===== src/rtl/vec_op_engine.sv =====
// Vector ALU sweep engine: reads operand pairs at addresses 0..N-1, applies the
// latched op and streams results out with a write strobe, a done pulse and sticky overflow.
module vec_op_engine #(
    parameter int unsigned MEM_WIDTH = 32,
    parameter int unsigned MEM_DEPTH = 8,
    localparam int unsigned ADDR_W = $clog2(MEM_DEPTH)
) (
    input  logic                 clk_i,
    input  logic                 rst_ni,
    input  logic                 start_i,
    input  logic [2:0]           mode_i,
    input  logic [ADDR_W:0]      len_i,
    output logic                 rd_en_o,
    output logic [ADDR_W-1:0]    rd_addr_o,
    input  logic [MEM_WIDTH-1:0] operand1_i,
    input  logic [MEM_WIDTH-1:0] operand2_i,
    output logic                 wr_en_o,
    output logic [ADDR_W-1:0]    wr_addr_o,
    output logic [MEM_WIDTH-1:0] result_o,
    output logic                 busy_o,
    output logic                 done_o,
    output logic                 overflow_o
);

    typedef enum logic [1:0] {StIdle, StRun, StDrain} state_e;

    localparam logic [ADDR_W:0] DepthN = (ADDR_W + 1)'(MEM_DEPTH);

    state_e              state_q;
    logic [2:0]          mode_q;
    logic [ADDR_W:0]     n_q;
    logic                v1_q;
    logic [ADDR_W-1:0]   a1_q;

    logic [ADDR_W:0]        len_eff;
    logic                   last_addr;
    logic [MEM_WIDTH-1:0]   sum;
    logic [MEM_WIDTH-1:0]   diff;
    logic [2*MEM_WIDTH-1:0] prod;
    logic [MEM_WIDTH-1:0]   alu_res;
    logic                   alu_ovf;

    assign len_eff   = (len_i > DepthN) ? DepthN : len_i;
    assign last_addr = ({1'b0, rd_addr_o} == (n_q - 1'b1));

    // Operands arrive the cycle after the read strobe, so the ALU works straight
    // off the memory outputs and the result is registered with the write strobe.
    always_comb begin
        sum     = operand1_i + operand2_i;
        diff    = operand1_i - operand2_i;
        prod    = {{MEM_WIDTH{1'b0}}, operand1_i} * {{MEM_WIDTH{1'b0}}, operand2_i};
        alu_res = '0;
        alu_ovf = 1'b0;
        case (mode_q)
            3'd0: begin
                alu_res = sum;
                alu_ovf = (operand1_i[MEM_WIDTH-1] == operand2_i[MEM_WIDTH-1]) &&
                          (sum[MEM_WIDTH-1] != operand1_i[MEM_WIDTH-1]);
            end
            3'd1: begin
                alu_res = diff;
                alu_ovf = (operand1_i[MEM_WIDTH-1] != operand2_i[MEM_WIDTH-1]) &&
                          (diff[MEM_WIDTH-1] != operand1_i[MEM_WIDTH-1]);
            end
            3'd2: begin
                alu_res = prod[MEM_WIDTH-1:0];
                alu_ovf = |prod[2*MEM_WIDTH-1:MEM_WIDTH];
            end
            3'd3: alu_res = operand1_i & operand2_i;
            3'd4: alu_res = operand1_i | operand2_i;
            3'd5: alu_res = operand1_i ^ operand2_i;
            3'd6: alu_res = ($signed(operand1_i) > $signed(operand2_i)) ? operand1_i : operand2_i;
            default: alu_res = ($signed(operand1_i) < $signed(operand2_i)) ? operand1_i : operand2_i;
        endcase
    end

    always_ff @(posedge clk_i or negedge rst_ni) begin
        if (!rst_ni) begin
            state_q    <= StIdle;
            mode_q     <= '0;
            n_q        <= '0;
            v1_q       <= 1'b0;
            a1_q       <= '0;
            rd_en_o    <= 1'b0;
            rd_addr_o  <= '0;
            wr_en_o    <= 1'b0;
            wr_addr_o  <= '0;
            result_o   <= '0;
            busy_o     <= 1'b0;
            done_o     <= 1'b0;
            overflow_o <= 1'b0;
        end else begin
            done_o  <= 1'b0;
            v1_q    <= rd_en_o;
            a1_q    <= rd_addr_o;
            wr_en_o <= v1_q;
            if (v1_q) begin
                result_o   <= alu_res;
                wr_addr_o  <= a1_q;
                overflow_o <= overflow_o | alu_ovf;
            end
            case (state_q)
                StIdle: begin
                    if (start_i) begin
                        mode_q     <= mode_i;
                        n_q        <= len_eff;
                        overflow_o <= 1'b0;
                        if (len_eff == '0) begin
                            done_o <= 1'b1;
                        end else begin
                            state_q   <= StRun;
                            busy_o    <= 1'b1;
                            rd_en_o   <= 1'b1;
                            rd_addr_o <= '0;
                        end
                    end
                end
                StRun: begin
                    if (last_addr) begin
                        rd_en_o <= 1'b0;
                        state_q <= StDrain;
                    end else begin
                        rd_addr_o <= rd_addr_o + 1'b1;
                    end
                end
                StDrain: begin
                    // Pipeline is empty once the final element has reached the write stage.
                    if (!v1_q) begin
                        busy_o  <= 1'b0;
                        done_o  <= 1'b1;
                        state_q <= StIdle;
                    end
                end
                default: state_q <= StIdle;
            endcase
        end
    end

endmodule


===== config.mk =====
export PLATFORM = sky130hd
export DESIGN_NAME = vec_op_engine
export DESIGN_NICKNAME = d
export VERILOG_FILES = /design/src/rtl/vec_op_engine.sv
export SDC_FILE = /design/constraint.sdc
export NUM_CORES = 2
export LEC_CHECK = 0
export ABC_AREA = 1
export CORE_MARGIN = 8
export CORE_UTILIZATION = 65
export DETAILED_ROUTE_END_ITERATION = 10
export HOLD_SLACK_MARGIN = 0.02
export PLACE_DENSITY = 0.87
export SLEW_MARGIN = 20
export SYNTH_ARGS = -nofsm -noshare
export SYNTH_HDL_FRONTEND = slang
export SYNTH_SLANG_ARGS = --single-unit

===== constraint.sdc =====
create_clock -name clk_i -period 3.7 [get_ports clk_i]
set_input_delay 0.37 -clock clk_i [delete_from_list [all_inputs] [get_ports clk_i]]
set_output_delay 0.37 -clock clk_i [all_outputs]
set_load 0.03 [all_outputs]

==> metrics.cfg, run 1 <==
[global_route]
grt_usage_pct=77.2
grt_pass1_vias=61000
grt.overflow.total=497
grt_pass1_wl_microns=436000
grt_max_degree=51

[placed_design]
dp_cells=7698
port_buffers=116
gp_congestion=1.05
hpwlAfterDp_microns=151000
place_ws_ns=-4.51

[synthesis]
syn-mean-instance-area_sq_um=7.05
yosysTopAreaCellShare_pct=40.9
ys_seq_area_share_pct=3.19
syn_inst=6234
synth_ff_type=dfrtp_1
ys_ff_latch=56
synth.distinct_cells=53
syn_nets=7567
synth-edff-count=0
synth-async-reset-ratio_pct=100
ys_top_cells_by_area=fa_1 (41%), nand2_1 (16%), inv_1 (15%), ha_1 (10%), dfrtp_1 (3.2%)
yosysWarnings=0
yosys.area.top_type=fa_1
synthesis.area_sq_um=43900

[floorplan]
die_height_microns=276
start_util_pct=65.6
dieWidth_microns=276
num_io_pins=117
row_count=95

[run_status]
lastStage=global routing
status=aborted with a tool error
error=[ERROR GRT-0116] Global routing finished with congestion. Check the congestion regions in the DRC Viewer.

[cts]
cts_buffers=5
cts_sinks=56
cts_buffer_depth=2
cts_root_buf=clkbuf_16
h-tree-depth=2

logic make-up after synthesis:
group	count (synthesis)	share of synthesized area [%]
and+or+nand+nor	2369	21.2
DFF	56	3.19
AOI/OAI and AO/OA	479	6.35
adders and majority gates	1259	51.2
xor gates and xnor gates	16	0.319
buffers and inverters	2055	17.7
cells in the mapped netlist, types with 16 or more instances:
cell	instances
a21oi_1	175
or2_2	16
inv_1	1736
buf_2	17
nor3_1	27
ha_1	361
nand3_1	130
nor2_1	290
a31oi_1	17
o211ai_1	46
nand4_1	24
nand2_1	1846
clkbuf_1	269
fa_1	898
o21ai_0	140
dfrtp_1	56
what timing repair did:
item	4_1_cts
endpoints found under the hold margin	6
endpoints found under the setup margin	33
buffers inserted	162
hold buffers	1
resized for setup	848
pin swaps	408
cloned	28
stage by stage:
step | hold WS (ns) | area, sq um | util, %
global placement | 0.218 | 52500 | 78.4
detailed placement | 0.222 | 52500 | 78.4
floorplan | 0.0744 | 45500 | -
CTS | 0.417 | 56900 | 84.9
metal layers:
metal  GRT overflow  GRT usage (%)
met5              4           35.9
met4            169           76.0
met3             33           64.9
met2            263           91.4
met1             28           77.2
==> inputs of run 2 (changes only) <==
--- a/config.mk
+++ b/config.mk
@@ -7,10 +7,9 @@
 export LEC_CHECK = 0
 export ABC_AREA = 1
 export CORE_MARGIN = 8
-export CORE_UTILIZATION = 65
+export CORE_UTILIZATION = 40
 export DETAILED_ROUTE_END_ITERATION = 10
-export HOLD_SLACK_MARGIN = 0.02
-export PLACE_DENSITY = 0.87
+export PLACE_DENSITY_LB_ADDON = 0.15
 export SLEW_MARGIN = 20
 export SYNTH_ARGS = -nofsm -noshare
 export SYNTH_HDL_FRONTEND = slang
==> run 2 against run 1 <==
Effect of this change:
- the flow now finishes, with violations (negative setup slack)
- synthesized cell count unchanged
- synthesized area unchanged
==> metrics.cfg, run 2 <==
[sta]
rsz0062_at_grt=true
setup_violations=29
clock_skew_ns=0.0303
finalCritPeriodShare_pct=188
hold_viol=0
slew_headroom_pct=23.7
slew_viol_final=0
period_minus_slack_ns=6.97
fmax_mhz=143
worst_slew_pin_slew_ns=1.14
worst_slack_ns=-3.27

[critical_path]
worst_path_largest_cell_delay_ns=0.60
crit_family=adder cells
crit_type=in2reg
cpMaxStageDelayCell=fa_2
crit_top_cell=nand2_1
crit_required_ns=3.91
crit_path_end_kind=flop
crit_buf_inv=8
cp.arrival_ns=7.18
cp_max_fo=7
critPathLaunchType=input port

[layout]
final_cell_mix=nand2_1 (1,672), inv_1 (1,622), fa_1 (799), buf_4 (717), ha_1 (293)
fillerInstances=10600
layout.nets=8318
largest_reg_flops=32
final_common_cell=nand2_1
drive_above_1_share_pct=23.6
top_register=result_o
top_regs=result_o: 32 flops, n_q: 4 flops
areaGrowthSynthToFinish_pct=31.9
final_area_sq_um=58000

[route]
routed_via_density=5.03
drtIter0Drc=3401
drc=0
postRouteAntennaNets=0
drt_wl_total_microns=188000
firstDrtPassIters=8
via_count=42300
wl_per_cell_microns=22.4

[global_route]
grt_pass1_vias=43900
grt_max_degree=33
grt_usage_pct=30.7
antenna_found_initial=9
grt_pass1_wl_microns=280000
grt.overflow.total=0

[synthesis]
yosysMostFrequentCell=nand2_1
synth_common_cells=nand2_1 (1,846), inv_1 (1,736), fa_1 (898), ha_1 (361), nor2_1 (290)
yosysWarnings=0
yosysTopAreaCellShare_pct=40.9
synth-async-reset-ratio_pct=100
synth_ff_type=dfrtp_1
synth.distinct_cells=53
syn_inst=6234
ys_top_cells_by_area=fa_1 (41%), nand2_1 (16%), inv_1 (15%), ha_1 (10%), dfrtp_1 (3.2%)
ys_seq_area_share_pct=3.19
syn_nets=7567
ys_ff_latch=56
synth-edff-count=0
yosys.area.top_type=fa_1
synthesis.area_sq_um=43900
syn-mean-instance-area_sq_um=7.05

[floorplan]
die_area_sq_um=121000
row_count=121
num_io_pins=117
placeableCoreArea_sq_um=109000
start_util_pct=40.4
dieWidth_microns=347
die_height_microns=347

[worst_hold_path]
hold_path.class=in2async

[flow_run]
cap_violations=0

[cts]
cts_buffers=5
h-tree-depth=2
cts_buffer_depth=2
clk_pin_slew_ns=0.11
cts_sinks=56
hold_buffers=0
cts_root_buf=clkbuf_16
tritoncts=done
clkLatencyLatePin_ns=0.34

[placed_design]
dpl_cell_area_sq_um=53000
port_buffers=116
gp_congestion=1.00
place_ws_ns=-4.21
hpwlAfterDp_microns=147000

[run_status]
status=finished with violations
failed_checks=negative setup slack

run 2: cell counts after synthesis:
No cell type changed its count.
run 2: cells by family after synthesis:
logic type / after synthesis / share of synthesized area [%]
buf+inv: 2055 / 17.7
compound gates: 479 / 6.35
fa+ha+maj: 1259 / 51.2
simple gates: 2369 / 21.2
xor+xnor: 16 / 0.319
flops: 56 / 3.19
run 2: worst register-to-register path, cell delays in order (launching register included):
cell and delay, ns:
dfrtp_1 0.46, inv_1 0.29, nor3_2 0.08, inv_1 0.83, o22ai_2 0.17, a211oi_2 0.23
o21ai_2 0.10, a211oi_2 0.19, buf_4 0.18, nor2_2 0.04
run 2: final timing paths:
check | from | end | slack [ns] | cells after the start
max in group asynchronous | rst_ni | v1_q$_DFF_PN0_ | 2.71 | 2
hold / removal | rst_ni | result_o[2]$_DFFE_PN0P_ | 0.03 | 1
setup / recovery | operand1_i[18] | overflow_o$_DFF_PN0_ | -3.27 | 37
setup reg to reg | mode_q[1]$_DFFE_PN0P_ | result_o[4]$_DFFE_PN0P_ | 1.05 | 9
hold reg to reg | rd_en_o$_DFFE_PN0P_ | v1_q$_DFF_PN0_ | 0.44 | 0
min in group clk_i | rd_en_o$_DFFE_PN0P_ | v1_q$_DFF_PN0_ | 0.44 | 0
run 2: cell type report:
cell class	instances	area, sq um	area share, %
repair buffers	1046	10600	18.4
clock buffers	5	125	0.216
clock inverters	3	25.0	0.0432
multi-input cells	4123	37400	64.5
flip-flops and latches	56	1400	2.42
diodes	8	20.0	0.0345
inverters	1753	6580	11.3
well taps	1414	1770	3.05
run 2: routing by layer:
layer	global-route usage [%]	wire length, microns	vias up
met5	0	12	-
met4	13.9	12400	2
met3	3.45	11500	382
met2	51.4	87500	1537
met1	39.9	77000	20900
li1	-	-	19500
run 2: through the flow:
step | instances | TNS, ns | utilization (%) | hold WS (ns)
5_1_grt | 8407 | -77.64 | 53.3 | 0.0693
4_1_cts | 8363 | -73.25 | 52.0 | 0.0465
6_report | 8408 | -72.79 | 53.3 | 0.0324
3_3_place_gp | 8225 | -100.41 | 48.7 | 0.398
2_1_floorplan | 6234 | -58.52 | - | 0.0744
3_5_place_dp | 8225 | -100.78 | 48.7 | 0.403
run 2: timing repair:
action | in CTS | in global routing
setup endpoints to repair | 33 | 33
cloned | 29 | 8
resized for setup | 691 | 301
pin swaps | 304 | 189
setup buffers | 106 | 39
Power of run 2 is left out: the tool's default activity adds up to more than one toggle a clock period on the data nets, which glitch-free logic cannot reach.
